`config.mk`:
```
export PLATFORM = sky130hd
export DESIGN_NAME = uart_fifo_if
export DESIGN_NICKNAME = d
export VERILOG_FILES = /design/src/rtl/uart_pkg.sv /design/src/rtl/uart_sync_fifo.sv /design/src/rtl/uart_fifo_if.sv
export SDC_FILE = /design/constraint.sdc
export NUM_CORES = 1
export LEC_CHECK = 0
export CORE_ASPECT_RATIO = 0.8
export CORE_MARGIN = 1
export CORE_UTILIZATION = 55
export CTS_BUF_LIST = sky130_fd_sc_hd__clkbuf_4
export DETAILED_ROUTE_END_ITERATION = 12
export PLACE_DENSITY = 0.76
export SLEW_MARGIN = 20
export SYNTH_ARGS = -nofsm -noshare
export SYNTH_HDL_FRONTEND = slang
export SYNTH_HIERARCHICAL = 1
export SYNTH_SLANG_ARGS = --single-unit
```
`constraint.sdc`:
```
create_clock -name clk_12m -period 4.2 [get_ports clk_12m]
set_input_delay 0.63 -clock clk_12m [delete_from_list [all_inputs] [get_ports clk_12m]]
set_output_delay 0.63 -clock clk_12m [all_outputs]
set_load 0.005 [all_outputs]
```
`src/rtl/uart_pkg.sv`:
```
// Shared types and helpers for the devboard host-link UART.
// Optional feature macro: UART_PARITY_EN adds a parity state to both FSMs.
package uart_pkg;

  typedef enum logic [2:0] {
    TxIdle,
    TxStart,
    TxData,
`ifdef UART_PARITY_EN
    TxParity,
`endif
    TxStop
  } tx_state_e;

  typedef enum logic [2:0] {
    RxIdle,
    RxStart,
    RxData,
`ifdef UART_PARITY_EN
    RxParity,
`endif
    RxStop,
    RxBreak,
    RxRearm
  } rx_state_e;

  // Two-of-three vote over the mid-bit samples.
  function automatic logic majority3(input logic [2:0] s);
    return (s[0] & s[1]) | (s[0] & s[2]) | (s[1] & s[2]);
  endfunction

endpackage

```
`src/rtl/uart_sync_fifo.sv`:
```
// First-word-fall-through single-clock FIFO with occupancy count.
// A pop while full makes room for a push in the same cycle; pops while empty are ignored.
module uart_sync_fifo #(
  parameter int unsigned WIDTH = 8,
  parameter int unsigned DEPTH = 16
) (
  input  logic                     clk_12m,
  input  logic                     rst,
  input  logic                     push,
  input  logic [WIDTH-1:0]         push_data,
  input  logic                     pop,
  output logic [WIDTH-1:0]         pop_data,
  output logic [$clog2(DEPTH):0]   count,
  output logic                     full,
  output logic                     empty
);

  localparam int unsigned PtrW = $clog2(DEPTH);
  localparam int unsigned CntW = PtrW + 1;

  logic [WIDTH-1:0] mem_q [DEPTH];
  logic [PtrW-1:0]  wr_ptr_q, rd_ptr_q;
  logic [CntW-1:0]  count_q, count_d;
  logic             do_push, do_pop;

  assign full     = (count_q == CntW'(DEPTH));
  assign empty    = (count_q == '0);
  assign do_pop   = pop & ~empty;
  assign do_push  = push & (~full | do_pop);
  assign pop_data = mem_q[rd_ptr_q];
  assign count    = count_q;

  // Occupancy next-state from the accepted push/pop pair.
  always_comb begin
    count_d = count_q;
    case ({do_push, do_pop})
      2'b10:   count_d = count_q + 1'b1;
      2'b01:   count_d = count_q - 1'b1;
      default: count_d = count_q;
    endcase
  end

  // Pointer and count registers; pointers wrap naturally at the power-of-two depth.
  always_ff @(posedge clk_12m) begin
    if (rst) begin
      wr_ptr_q <= '0;
      rd_ptr_q <= '0;
      count_q  <= '0;
    end else begin
      if (do_push) wr_ptr_q <= wr_ptr_q + 1'b1;
      if (do_pop)  rd_ptr_q <= rd_ptr_q + 1'b1;
      count_q <= count_d;
    end
  end

  // Storage array, left unreset so it can map onto distributed RAM.
  always_ff @(posedge clk_12m) begin
    if (do_push) mem_q[wr_ptr_q] <= push_data;
  end

endmodule

```
`src/rtl/uart_fifo_if.sv`:
```
// Single-clock UART for the host link: integer baud divider, valid/ready TX,
// majority-vote RX into a FWFT FIFO, sticky frame/overflow/break/parity status.
// Optional feature macro: UART_PARITY_EN (adds PARITY_ODD and a parity bit after data).
module uart_fifo_if
  import uart_pkg::*;
#(
  parameter int unsigned DATA_BITS  = 8,
  parameter int unsigned BAUD_DIV   = 104,
  parameter int unsigned STOP_BITS  = 1,
  parameter int unsigned FIFO_DEPTH = 16
`ifdef UART_PARITY_EN
  ,
  parameter bit          PARITY_ODD = 1'b0
`endif
) (
  input  logic                        clk_12m,
  input  logic                        rst,
  output logic                        tx,
  input  logic [DATA_BITS-1:0]        tx_data,
  input  logic                        tx_valid,
  output logic                        tx_ready,
  input  logic                        rx,
  output logic [DATA_BITS-1:0]        rx_data,
  output logic                        rx_valid,
  input  logic                        rx_ready,
  output logic [$clog2(FIFO_DEPTH):0] rx_count,
  input  logic                        err_clr,
  output logic                        rx_frame_err,
  output logic                        rx_overflow,
  output logic                        rx_break,
  output logic                        rx_parity_err
);

  localparam int unsigned CntW    = $clog2(BAUD_DIV);
  localparam int unsigned Mid     = BAUD_DIV / 2;
  localparam logic [CntW-1:0] CntMax  = CntW'(BAUD_DIV - 1);
  localparam logic [CntW-1:0] SampLo  = CntW'(Mid - 1);
  localparam logic [CntW-1:0] SampMid = CntW'(Mid);
  localparam logic [CntW-1:0] SampHi  = CntW'(Mid + 1);
  localparam logic [3:0]      DataLast = 4'(DATA_BITS - 1);
  localparam logic [3:0]      StopLast = 4'(STOP_BITS - 1);

  // ---------------------------------------------------------------- TX
  tx_state_e            tx_state_q, tx_state_d;
  logic [CntW-1:0]      tx_cnt_q, tx_cnt_d;
  logic [3:0]           tx_bit_q, tx_bit_d;
  logic [DATA_BITS-1:0] tx_shift_q, tx_shift_d;
  logic                 tx_q, tx_d;
  logic                 tx_end;
`ifdef UART_PARITY_EN
  logic                 tx_par_q, tx_par_d;
`endif

  assign tx_end   = (tx_cnt_q == CntMax);
  assign tx_ready = (tx_state_q == TxIdle);
  assign tx       = tx_q;

  // TX sequencing; the line level is derived from the next state so tx is registered.
  always_comb begin
    tx_state_d = tx_state_q;
    tx_cnt_d   = tx_cnt_q;
    tx_bit_d   = tx_bit_q;
    tx_shift_d = tx_shift_q;
`ifdef UART_PARITY_EN
    tx_par_d   = tx_par_q;
`endif
    if (tx_state_q != TxIdle) tx_cnt_d = tx_end ? '0 : tx_cnt_q + 1'b1;
    case (tx_state_q)
      TxIdle: begin
        if (tx_valid) begin
          tx_state_d = TxStart;
          tx_shift_d = tx_data;
          tx_cnt_d   = '0;
`ifdef UART_PARITY_EN
          tx_par_d   = (^tx_data) ^ PARITY_ODD;
`endif
        end
      end
      TxStart: begin
        if (tx_end) begin
          tx_state_d = TxData;
          tx_bit_d   = '0;
        end
      end
      TxData: begin
        if (tx_end) begin
          tx_shift_d = tx_shift_q >> 1;
          if (tx_bit_q == DataLast) begin
`ifdef UART_PARITY_EN
            tx_state_d = TxParity;
`else
            tx_state_d = TxStop;
`endif
            tx_bit_d   = '0;
          end else begin
            tx_bit_d = tx_bit_q + 1'b1;
          end
        end
      end
`ifdef UART_PARITY_EN
      TxParity: begin
        if (tx_end) begin
          tx_state_d = TxStop;
          tx_bit_d   = '0;
        end
      end
`endif
      TxStop: begin
        if (tx_end) begin
          if (tx_bit_q == StopLast) tx_state_d = TxIdle;
          else                      tx_bit_d   = tx_bit_q + 1'b1;
        end
      end
      default: tx_state_d = TxIdle;
    endcase

    case (tx_state_d)
      TxStart:  tx_d = 1'b0;
      TxData:   tx_d = tx_shift_d[0];
`ifdef UART_PARITY_EN
      TxParity: tx_d = tx_par_d;
`endif
      default:  tx_d = 1'b1;
    endcase
  end

  // TX state registers.
  always_ff @(posedge clk_12m) begin
    if (rst) begin
      tx_state_q <= TxIdle;
      tx_cnt_q   <= '0;
      tx_bit_q   <= '0;
      tx_shift_q <= '0;
      tx_q       <= 1'b1;
`ifdef UART_PARITY_EN
      tx_par_q   <= 1'b0;
`endif
    end else begin
      tx_state_q <= tx_state_d;
      tx_cnt_q   <= tx_cnt_d;
      tx_bit_q   <= tx_bit_d;
      tx_shift_q <= tx_shift_d;
      tx_q       <= tx_d;
`ifdef UART_PARITY_EN
      tx_par_q   <= tx_par_d;
`endif
    end
  end

  // ---------------------------------------------------------------- RX
  rx_state_e            rx_state_q, rx_state_d;
  logic                 rx_meta_q, rx_sync_q;
  logic [CntW-1:0]      rx_cnt_q, rx_cnt_d;
  logic [3:0]           rx_bit_q, rx_bit_d;
  logic [DATA_BITS-1:0] rx_shift_q, rx_shift_d;
  logic [2:0]           rx_samp_q, rx_samp_d;
  logic                 rx_end, rx_vote;
  logic                 rx_push, frame_set, break_set;
  logic                 frame_q, overflow_q, break_q;
  logic                 fifo_full, fifo_empty, ovf_set;
`ifdef UART_PARITY_EN
  logic                 rx_par_bad_q, rx_par_bad_d, par_set, parity_q;
`endif

  assign rx_end  = (rx_cnt_q == CntMax);
  assign rx_vote = majority3(rx_samp_q);

  // RX framing: bit timing restarts each boundary, value decided at the last count.
  always_comb begin
    rx_state_d = rx_state_q;
    rx_cnt_d   = rx_cnt_q;
    rx_bit_d   = rx_bit_q;
    rx_shift_d = rx_shift_q;
    rx_samp_d  = rx_samp_q;
    rx_push    = 1'b0;
    frame_set  = 1'b0;
    break_set  = 1'b0;
`ifdef UART_PARITY_EN
    rx_par_bad_d = rx_par_bad_q;
    par_set      = 1'b0;
`endif
    if (rx_state_q != RxIdle && rx_state_q != RxRearm) begin
      rx_cnt_d = rx_end ? '0 : rx_cnt_q + 1'b1;
      if (rx_cnt_q == SampLo || rx_cnt_q == SampMid || rx_cnt_q == SampHi) begin
        rx_samp_d = {rx_samp_q[1:0], rx_sync_q};
      end
    end
    case (rx_state_q)
      RxIdle: begin
        // Count 1 here so the synchronised falling edge sits at count 0.
        if (!rx_sync_q) begin
          rx_state_d = RxStart;
          rx_cnt_d   = CntW'(1);
        end
      end
      RxStart: begin
        if (rx_end) begin
          rx_state_d = rx_vote ? RxIdle : RxData;
          rx_bit_d   = '0;
        end
      end
      RxData: begin
        if (rx_end) begin
          rx_shift_d = {rx_vote, rx_shift_q[DATA_BITS-1:1]};
          if (rx_bit_q == DataLast) begin
`ifdef UART_PARITY_EN
            rx_state_d = RxParity;
`else
            rx_state_d = RxStop;
`endif
          end else begin
            rx_bit_d = rx_bit_q + 1'b1;
          end
        end
      end
`ifdef UART_PARITY_EN
      RxParity: begin
        if (rx_end) begin
          rx_par_bad_d = rx_vote ^ (^rx_shift_q) ^ PARITY_ODD;
          rx_state_d   = RxStop;
        end
      end
`endif
      RxStop: begin
        if (rx_end) begin
          if (rx_vote) begin
            rx_push    = 1'b1;
`ifdef UART_PARITY_EN
            par_set    = rx_par_bad_q;
`endif
            rx_state_d = RxRearm;
          end else if (rx_shift_q == '0) begin
            break_set  = 1'b1;
            rx_state_d = RxBreak;
          end else begin
            frame_set  = 1'b1;
            rx_state_d = RxRearm;
          end
        end
      end
      RxBreak: begin
        if (rx_end && rx_vote) rx_state_d = RxRearm;
      end
      RxRearm: begin
        if (rx_sync_q) rx_state_d = RxIdle;
      end
      default: rx_state_d = RxIdle;
    endcase
  end

  // Synchroniser and RX state registers.
  always_ff @(posedge clk_12m) begin
    if (rst) begin
      rx_meta_q  <= 1'b1;
      rx_sync_q  <= 1'b1;
      rx_state_q <= RxIdle;
      rx_cnt_q   <= '0;
      rx_bit_q   <= '0;
      rx_shift_q <= '0;
      rx_samp_q  <= '0;
`ifdef UART_PARITY_EN
      rx_par_bad_q <= 1'b0;
`endif
    end else begin
      rx_meta_q  <= rx;
      rx_sync_q  <= rx_meta_q;
      rx_state_q <= rx_state_d;
      rx_cnt_q   <= rx_cnt_d;
      rx_bit_q   <= rx_bit_d;
      rx_shift_q <= rx_shift_d;
      rx_samp_q  <= rx_samp_d;
`ifdef UART_PARITY_EN
      rx_par_bad_q <= rx_par_bad_d;
`endif
    end
  end

  // A push lost to a full FIFO is only an overflow if no pop frees a slot this cycle.
  assign ovf_set = rx_push & fifo_full & ~(rx_ready & ~fifo_empty);

  // Sticky status: a set event wins over err_clr.
  always_ff @(posedge clk_12m) begin
    if (rst) begin
      frame_q    <= 1'b0;
      overflow_q <= 1'b0;
      break_q    <= 1'b0;
`ifdef UART_PARITY_EN
      parity_q   <= 1'b0;
`endif
    end else begin
      frame_q    <= frame_set | (frame_q & ~err_clr);
      overflow_q <= ovf_set | (overflow_q & ~err_clr);
      break_q    <= break_set | (break_q & ~err_clr);
`ifdef UART_PARITY_EN
      parity_q   <= par_set | (parity_q & ~err_clr);
`endif
    end
  end

  assign rx_frame_err = frame_q;
  assign rx_overflow  = overflow_q;
  assign rx_break     = break_q;
`ifdef UART_PARITY_EN
  assign rx_parity_err = parity_q;
`else
  assign rx_parity_err = 1'b0;
`endif
  assign rx_valid = ~fifo_empty;

  uart_sync_fifo #(
    .WIDTH (DATA_BITS),
    .DEPTH (FIFO_DEPTH)
  ) u_rx_fifo (
    .clk_12m   (clk_12m),
    .rst       (rst),
    .push      (rx_push),
    .push_data (rx_shift_q),
    .pop       (rx_ready),
    .pop_data  (rx_data),
    .count     (rx_count),
    .full      (fifo_full),
    .empty     (fifo_empty)
  );

endmodule

```
== Yosys cells after proc, flatten, opt, wreduce, memory -nomap -nowiden ==
Memories as Yosys holds them, arrays and structs flattened. A register that Yosys moved wholly into a read port is not among the register bits.
Cells that the tools add are included.
Widths: inputs -> output; s select.
Storage, ports and cells
  flip-flop bits (word level): 66
  RAM bits: 128
  output and inout port bits: 20
  word-level logic and storage cells: 159
  memories kept: 1
  input bits: 14
Memory list
  u_rx_fifo.mem_q: words 16, width 8, rd ports 1, clocked after memory_dff 1, wr ports 1, RTL line uart_sync_fifo.sv:21  | logic [WIDTH-1:0] mem_q [DEPTH];
Operators by class
  bitwise gates (word level): 20
  $add $sub $neg: 8
  multiplexer cells: 56
  reductions and logical operators: 21
  equality and inequality tests: 34
Operators with widths (count)
  $mux 7: 8
  $mux 4: 10
  $mux 3: 13
  $ne 2x2->1 const B: 13
  $eq 7x6->1 const B: 3
  $pmux 3 s6: 1
  $add 4x1->4 const B: 4
  $mux 8: 2
  $pmux 8 s2: 1
  $eq 3x2->1 const B: 5
  $mux 1: 15
  $add 7x1->7 const B: 2
  $eq 7x7->1 const B: 2
  $pmux 3 s4: 1
  $pmux 4 s3: 1
  $and 1x1->1: 10
  $pmux 5 s2: 1
  $eq 3x1->1 const B: 3
  $reduce_bool 3->1: 3
  $eq 4x3->1 const B: 2
  $logic_not 8->1: 1
  $pmux 4 s2: 1
  $reduce_and 7->1: 1
  $eq 3x3->1 const B: 2
  other kinds (20): 34

== Depth between registers and ports, before layout ==
Gate-level depths: netlist of run 1.
  word-level depth: 9
  depth in mapped cells: 12
  gate-level depth less buffers: 12

== By module ==
The synthesis of run 1 kept the hierarchy.
Modules (own cells, without submodules)
  uart_sync_fifo: instances 1, area an instance 5861.9 µm², cells an instance 327, seq. area each 4184.0 µm²
  uart_fifo_if: instances 1, area an instance 2622.5 µm², cells an instance 312, seq. area each 1061.0 µm²

== Worst setup path after synthesis of run 1 ==
Ideal clock, no wire load.
  path type: reg2reg
  start point: register rx_cnt_q[0]
  end point: memory u_rx_fifo.mem_q[0][0] (enable)
  cell stages (with the launch flop): 9
  clock period less this slack: 3.167 ns
  slack: 1.033 ns
  setup time: 0.383 ns
  buffers on the path: 1
  arrival: 2.784 ns
  data required time: 3.817 ns
  path through: dfxtp_1 -> ha_1 -> nand2_1 -> nor4_1 -> and4_1 -> clkbuf_1 -> a21boi_1 -> nand2_1 -> nor3_1
Between the ends
  cells in the longest elaborated chain, start to end: 6
RTL lines
  start, declared: RTL line uart_fifo_if.sv:153  | logic [CntW-1:0] rx_cnt_q, rx_cnt_d;
  start signal, assigned: RTL line uart_fifo_if.sv:268  | rx_cnt_q <= rx_cnt_d;
  $eq 7x7->1: RTL line uart_fifo_if.sv:165  | assign rx_end = (rx_cnt_q == CntMax);
  $mux 1: RTL line uart_fifo_if.sv:225  | if (rx_end) begin
  $mux 1: RTL line uart_fifo_if.sv:188  | case (rx_state_q)
  net rx_push: RTL line uart_fifo_if.sv:158  | logic rx_push, frame_set, break_set;
  $and 1x1->1: RTL line uart_sync_fifo.sv:29  | assign do_push = push & (~full | do_pop);
  $mux 1: RTL line uart_sync_fifo.sv:58  | if (do_push) mem_q[wr_ptr_q] <= push_data;
  $mux 1 (implied by the code): RTL line uart_sync_fifo.sv:58
  end, declared: RTL line uart_sync_fifo.sv:21
The timed path passes the listed nets, and every way through them passes these cells.

== Worst setup path after layout of run 1 ==
  start point: register rx_cnt_q[0]
  end point: memory u_rx_fifo.mem_q[5][2] (enable)
Same word-level chain as after synthesis.

==> results of run 1 <==
## cells in the final DEF, fill, tap and decap left out, types with 8 or more instances in the layout
cell type,instances
a21oi_1,31
a22oi_1,23
buf_4,8
clkbuf_4,18
clkdlybuf4s50_1,31
dfxtp_1,69
edfxtp_1,128
ha_1,15
inv_1,19
mux2i_1,16
mux4_2,32
nand2_1,41
nand3_1,17
nor2_1,67
nor2b_1,10
nor3_1,14
o21ai_0,13
or3_1,9
xor2_1,8
## cell type report
class,count,share of cell area
Timing Repair Buffer,40,0.0406
Clock inverter,14,0.0151
Inverter,20,0.00812
Sequential cell,198,0.567
Multi-Input combinational cell,394,0.326
Tap cell,210,0.0284
Clock buffer,18,0.0146
## worst min path at each step
stage,start,end,slack [ns],depth (start not counted)
after global routing,rx_meta_q,rx_sync_q,0.45,1
after detailed placement,rx_meta_q,rx_sync_q,0.40,1
after CTS,rx_meta_q,rx_sync_q,0.43,1
after global placement,rx_meta_q,rx_sync_q,0.39,1
final,rx_meta_q,rx_sync_q,0.43,1
after floorplan,rx_meta_q,rx_sync_q,0.39,1
## kinds of logic after synthesis
group                    after synthesis
flip-flops                           198
other                                  1
AND/OR/NAND/NOR                      213
buffers and inverters                 48
AO/OA/AOI/OAI                        100
multiplexers                          49
XOR/XNOR                              13
adder cells (fa/ha/maj)               17
## per-stage QoR
step	power [mW]	hold slack (ns)	setup slack, ns	util	instances
2_1_floorplan	2.80	0.389	1.03	-	640
3_3_place_gp	3.04	0.392	0.883	0.596	862
3_5_place_dp	3.08	0.398	0.583	0.596	862
4_1_cts	4.02	0.433	0.563	0.614	894
5_1_grt	4.18	0.445	0.303	0.614	894
6_report	3.99	0.430	0.574	0.614	894
## state kept, by name, summed over array words and instances, names as in the netlist, named ones only
register and cells:
rx_samp_q 3, rx_bit_q 4, rx_frame_err 1, rx_state_q 3, rx_meta_q 1, tx_shift_q 8, u_rx_fifo/mem_q 128, rx_sync_q 1
rx_overflow 1, tx_state_q 3, u_rx_fifo/rd_ptr_q 4, rx_shift_q 8, tx_bit_q 4, tx_cnt_q 7, rx_break 1, u_rx_fifo/count 5
rx_cnt_q 7, tx 1, u_rx_fifo/wr_ptr_q 4
## metal layers
layer | up-vias | global-route usage | share of wire
li1 | 2479 | - | -
met1 | 2531 | 0.290 | 0.43
met2 | 175 | 0.362 | 0.49
met3 | 16 | 0.0495 | 0.058
met4 | 0 | 0.0703 | 0.015
met5 | - | 0 | 0
## power by group
part / switching (mW) / internal, mW / total [mW]
clock network: 0.644 / 0.320 / 0.964
logic: 0.381 / 0.459 / 0.841
registers: 0.103 / 2.09 / 2.19
==> run_results.csv, run 1 <==
group,metric,value,unit
outcome,outcome,"completed",
yosys,synthesis.area,8480,sq um
floorplan,core-area,15100,sq um
clocking,cts_buffers,17,
sta,final_max_slew_viol_count,0,
route,vias_per_cell,5.82,
yosys,ys_seq_area_frac,0.618,
route,drt_iter0_drc,433,
clocking,clk_pin_slew_worst_paths,0.14,ns
yosys,async_flop_share,0,
finish,multi_input_area,3020,sq um
global_routing,grt_max_degree,52,
worst_setup_path,cpMostUsedCell,"nand2_1",
worst_setup_path,crit_chain,"ha_1 -> nand2_1 -> nor4_1 -> and4_1 -> a21boi_1 -> nand2_1 -> nor2_1",
flow_run,cap_violations,0,
yosys,synth-xor-area-share,0.0134,
route,drtPass1Iterations,5,
route,vias,5201,
finish,drive_gt1_frac,0.140,
placed_design,dp_hpwl,11000,um
sta,rsz0062_at_grt,"no",
finish,antennaDiodeCount,0,
placed_design,gp_congestion,0.817,
yosys,synthFlopType,"edfxtp_1",
yosys,synth_top_cell_area_share,0.453,
worst_setup_path,crit_type,"reg2reg",
floorplan,io_pins,34,
global_routing,grt_first_pass_wirelength,26300,um
floorplan,dieArea,15900,sq um
worst_setup_path,rrSetupSlack,0.57,ns
yosys,synth_simple_gate_area_share,0.128,
power_and_ir_drop,peakVddDrop,0.204,mV
yosys,synth_cell_types,67,
yosys,muxShareOfSynthArea,0.105,
sta,tightest_slew,0.885,ns
sta,setup_viol,0,
power_and_ir_drop,power_leakage,3.11,nW
route,drt_drc_violations_left,0,
worst_setup_path,reg2regPathDepth,7,
finish,seqCellArea,5250,sq um
finish,fillers,1126,
yosys,synth_seq_cells,198,
worst_setup_path,crit_fanout,12,
worst_setup_path,crit_cells,7,
sta,finalCritPeriodShare,0.863,
global_routing,grt-ovfl-total,0,
placed_design,dpl_cell_area,8970,sq um
global_routing,antenna_found_initial,0,
floorplan,start_util,0.563,
floorplan,placementRows,40,
worst_setup_path,endpoint,"u_rx_fifo/mem_q[5][2]",
worst_setup_path,end_kind,"flop",
finish,syn2layout_area_growth,9.03,%
clocking,cts_sinks,198,
clocking,clk_path_buf_depth,2,
clocking,htreeDepth,4,
yosys,synthTopCellsByCount,"edfxtp_1 (128), dfxtp_1 (70), nor2_1 (67), nand2_1 (41), mux4_2 (32)",
sta,fmax,276,MHz
finish,fin_nets,701,
yosys,synth_top_family_by_area,"simple AND/OR/NAND/NOR gates",
clocking,post-cts-setup-buffers,0,
yosys,synth_fa_ha_area_frac,0.0257,
sta,period_minus_slack,3.63,ns
clocking,cts_root_buf,"clkbuf_4",
floorplan,die_w,141,um
yosys,synth_compound_area_frac,0.0820,
worst_setup_path,arrival,3.82,ns
clocking,cts-resized-gates,0,
yosys,ys_warn_count,6,
worst_setup_path,crit_required,4.39,ns
yosys,synth_edf_count,128,
sta,finalSetupTns,0,ns
sta,hold_viol,0,
power_and_ir_drop,p_per_area,432,nW/um^2
worst_setup_path,r2r-start,"rx_cnt_q[0]",
sta,max_slew_margin,0.410,
worst_setup_path,reg2reg_to,"u_rx_fifo/mem_q[5][2]",
yosys,yosysTopAreaCell,"edfxtp_1",
sta,fin_skew,0.0338,ns
worst_setup_path,slowest_delay,0.62,ns
worst_setup_path,crit_family,"simple AND/OR/NAND/NOR gates",
worst_setup_path,cp.buffers_inverters,0,
placed_design,port-buffer-count,32,
worst_setup_path,cp_slowest_cell,"nor2_1",
worst_setup_path,start_kind,"flop",
clocking,cts_tree,"yes",
yosys,syn_area_per_cell,13.3,sq um
worst_hold_path,min_path_type,"reg2reg",
route,wl_per_cell,18.1,um
global_routing,grt_pass1_vias,5134,
worst_setup_path,crit_start,"rx_cnt_q[0]",
floorplan,die_h,113,um
clocking,clkLatencyLatePin,0.56,ns
clocking,holdBufCountCts,0,
finish,final_area,9250,sq um
yosys,synthTopCellsByArea,"edfxtp_1 (45%), dfxtp_1 (17%), mux4_2 (8.5%), nor2_1 (3.0%), ha_1 (2.2%)",
route,ant_nets,0,
route,drt-total-wl,16200,um
yosys,yosys.cell_count.top_type,"edfxtp_1",
yosys,synthCells,639,
global_routing,grt_usage,0.219,
(Power assumes the default switching activity.)
==> inputs of run 2 (changes only) <==
--- a/config.mk
+++ b/config.mk
@@ -5,6 +5,7 @@
 export SDC_FILE = /design/constraint.sdc
 export NUM_CORES = 1
 export LEC_CHECK = 0
+export ABC_CLOCK_PERIOD_IN_PS = 4200
 export CORE_ASPECT_RATIO = 0.8
 export CORE_MARGIN = 1
 export CORE_UTILIZATION = 55
==> results of run 2 <==
Final layout, timing and power as in run 1 (identical DEF).
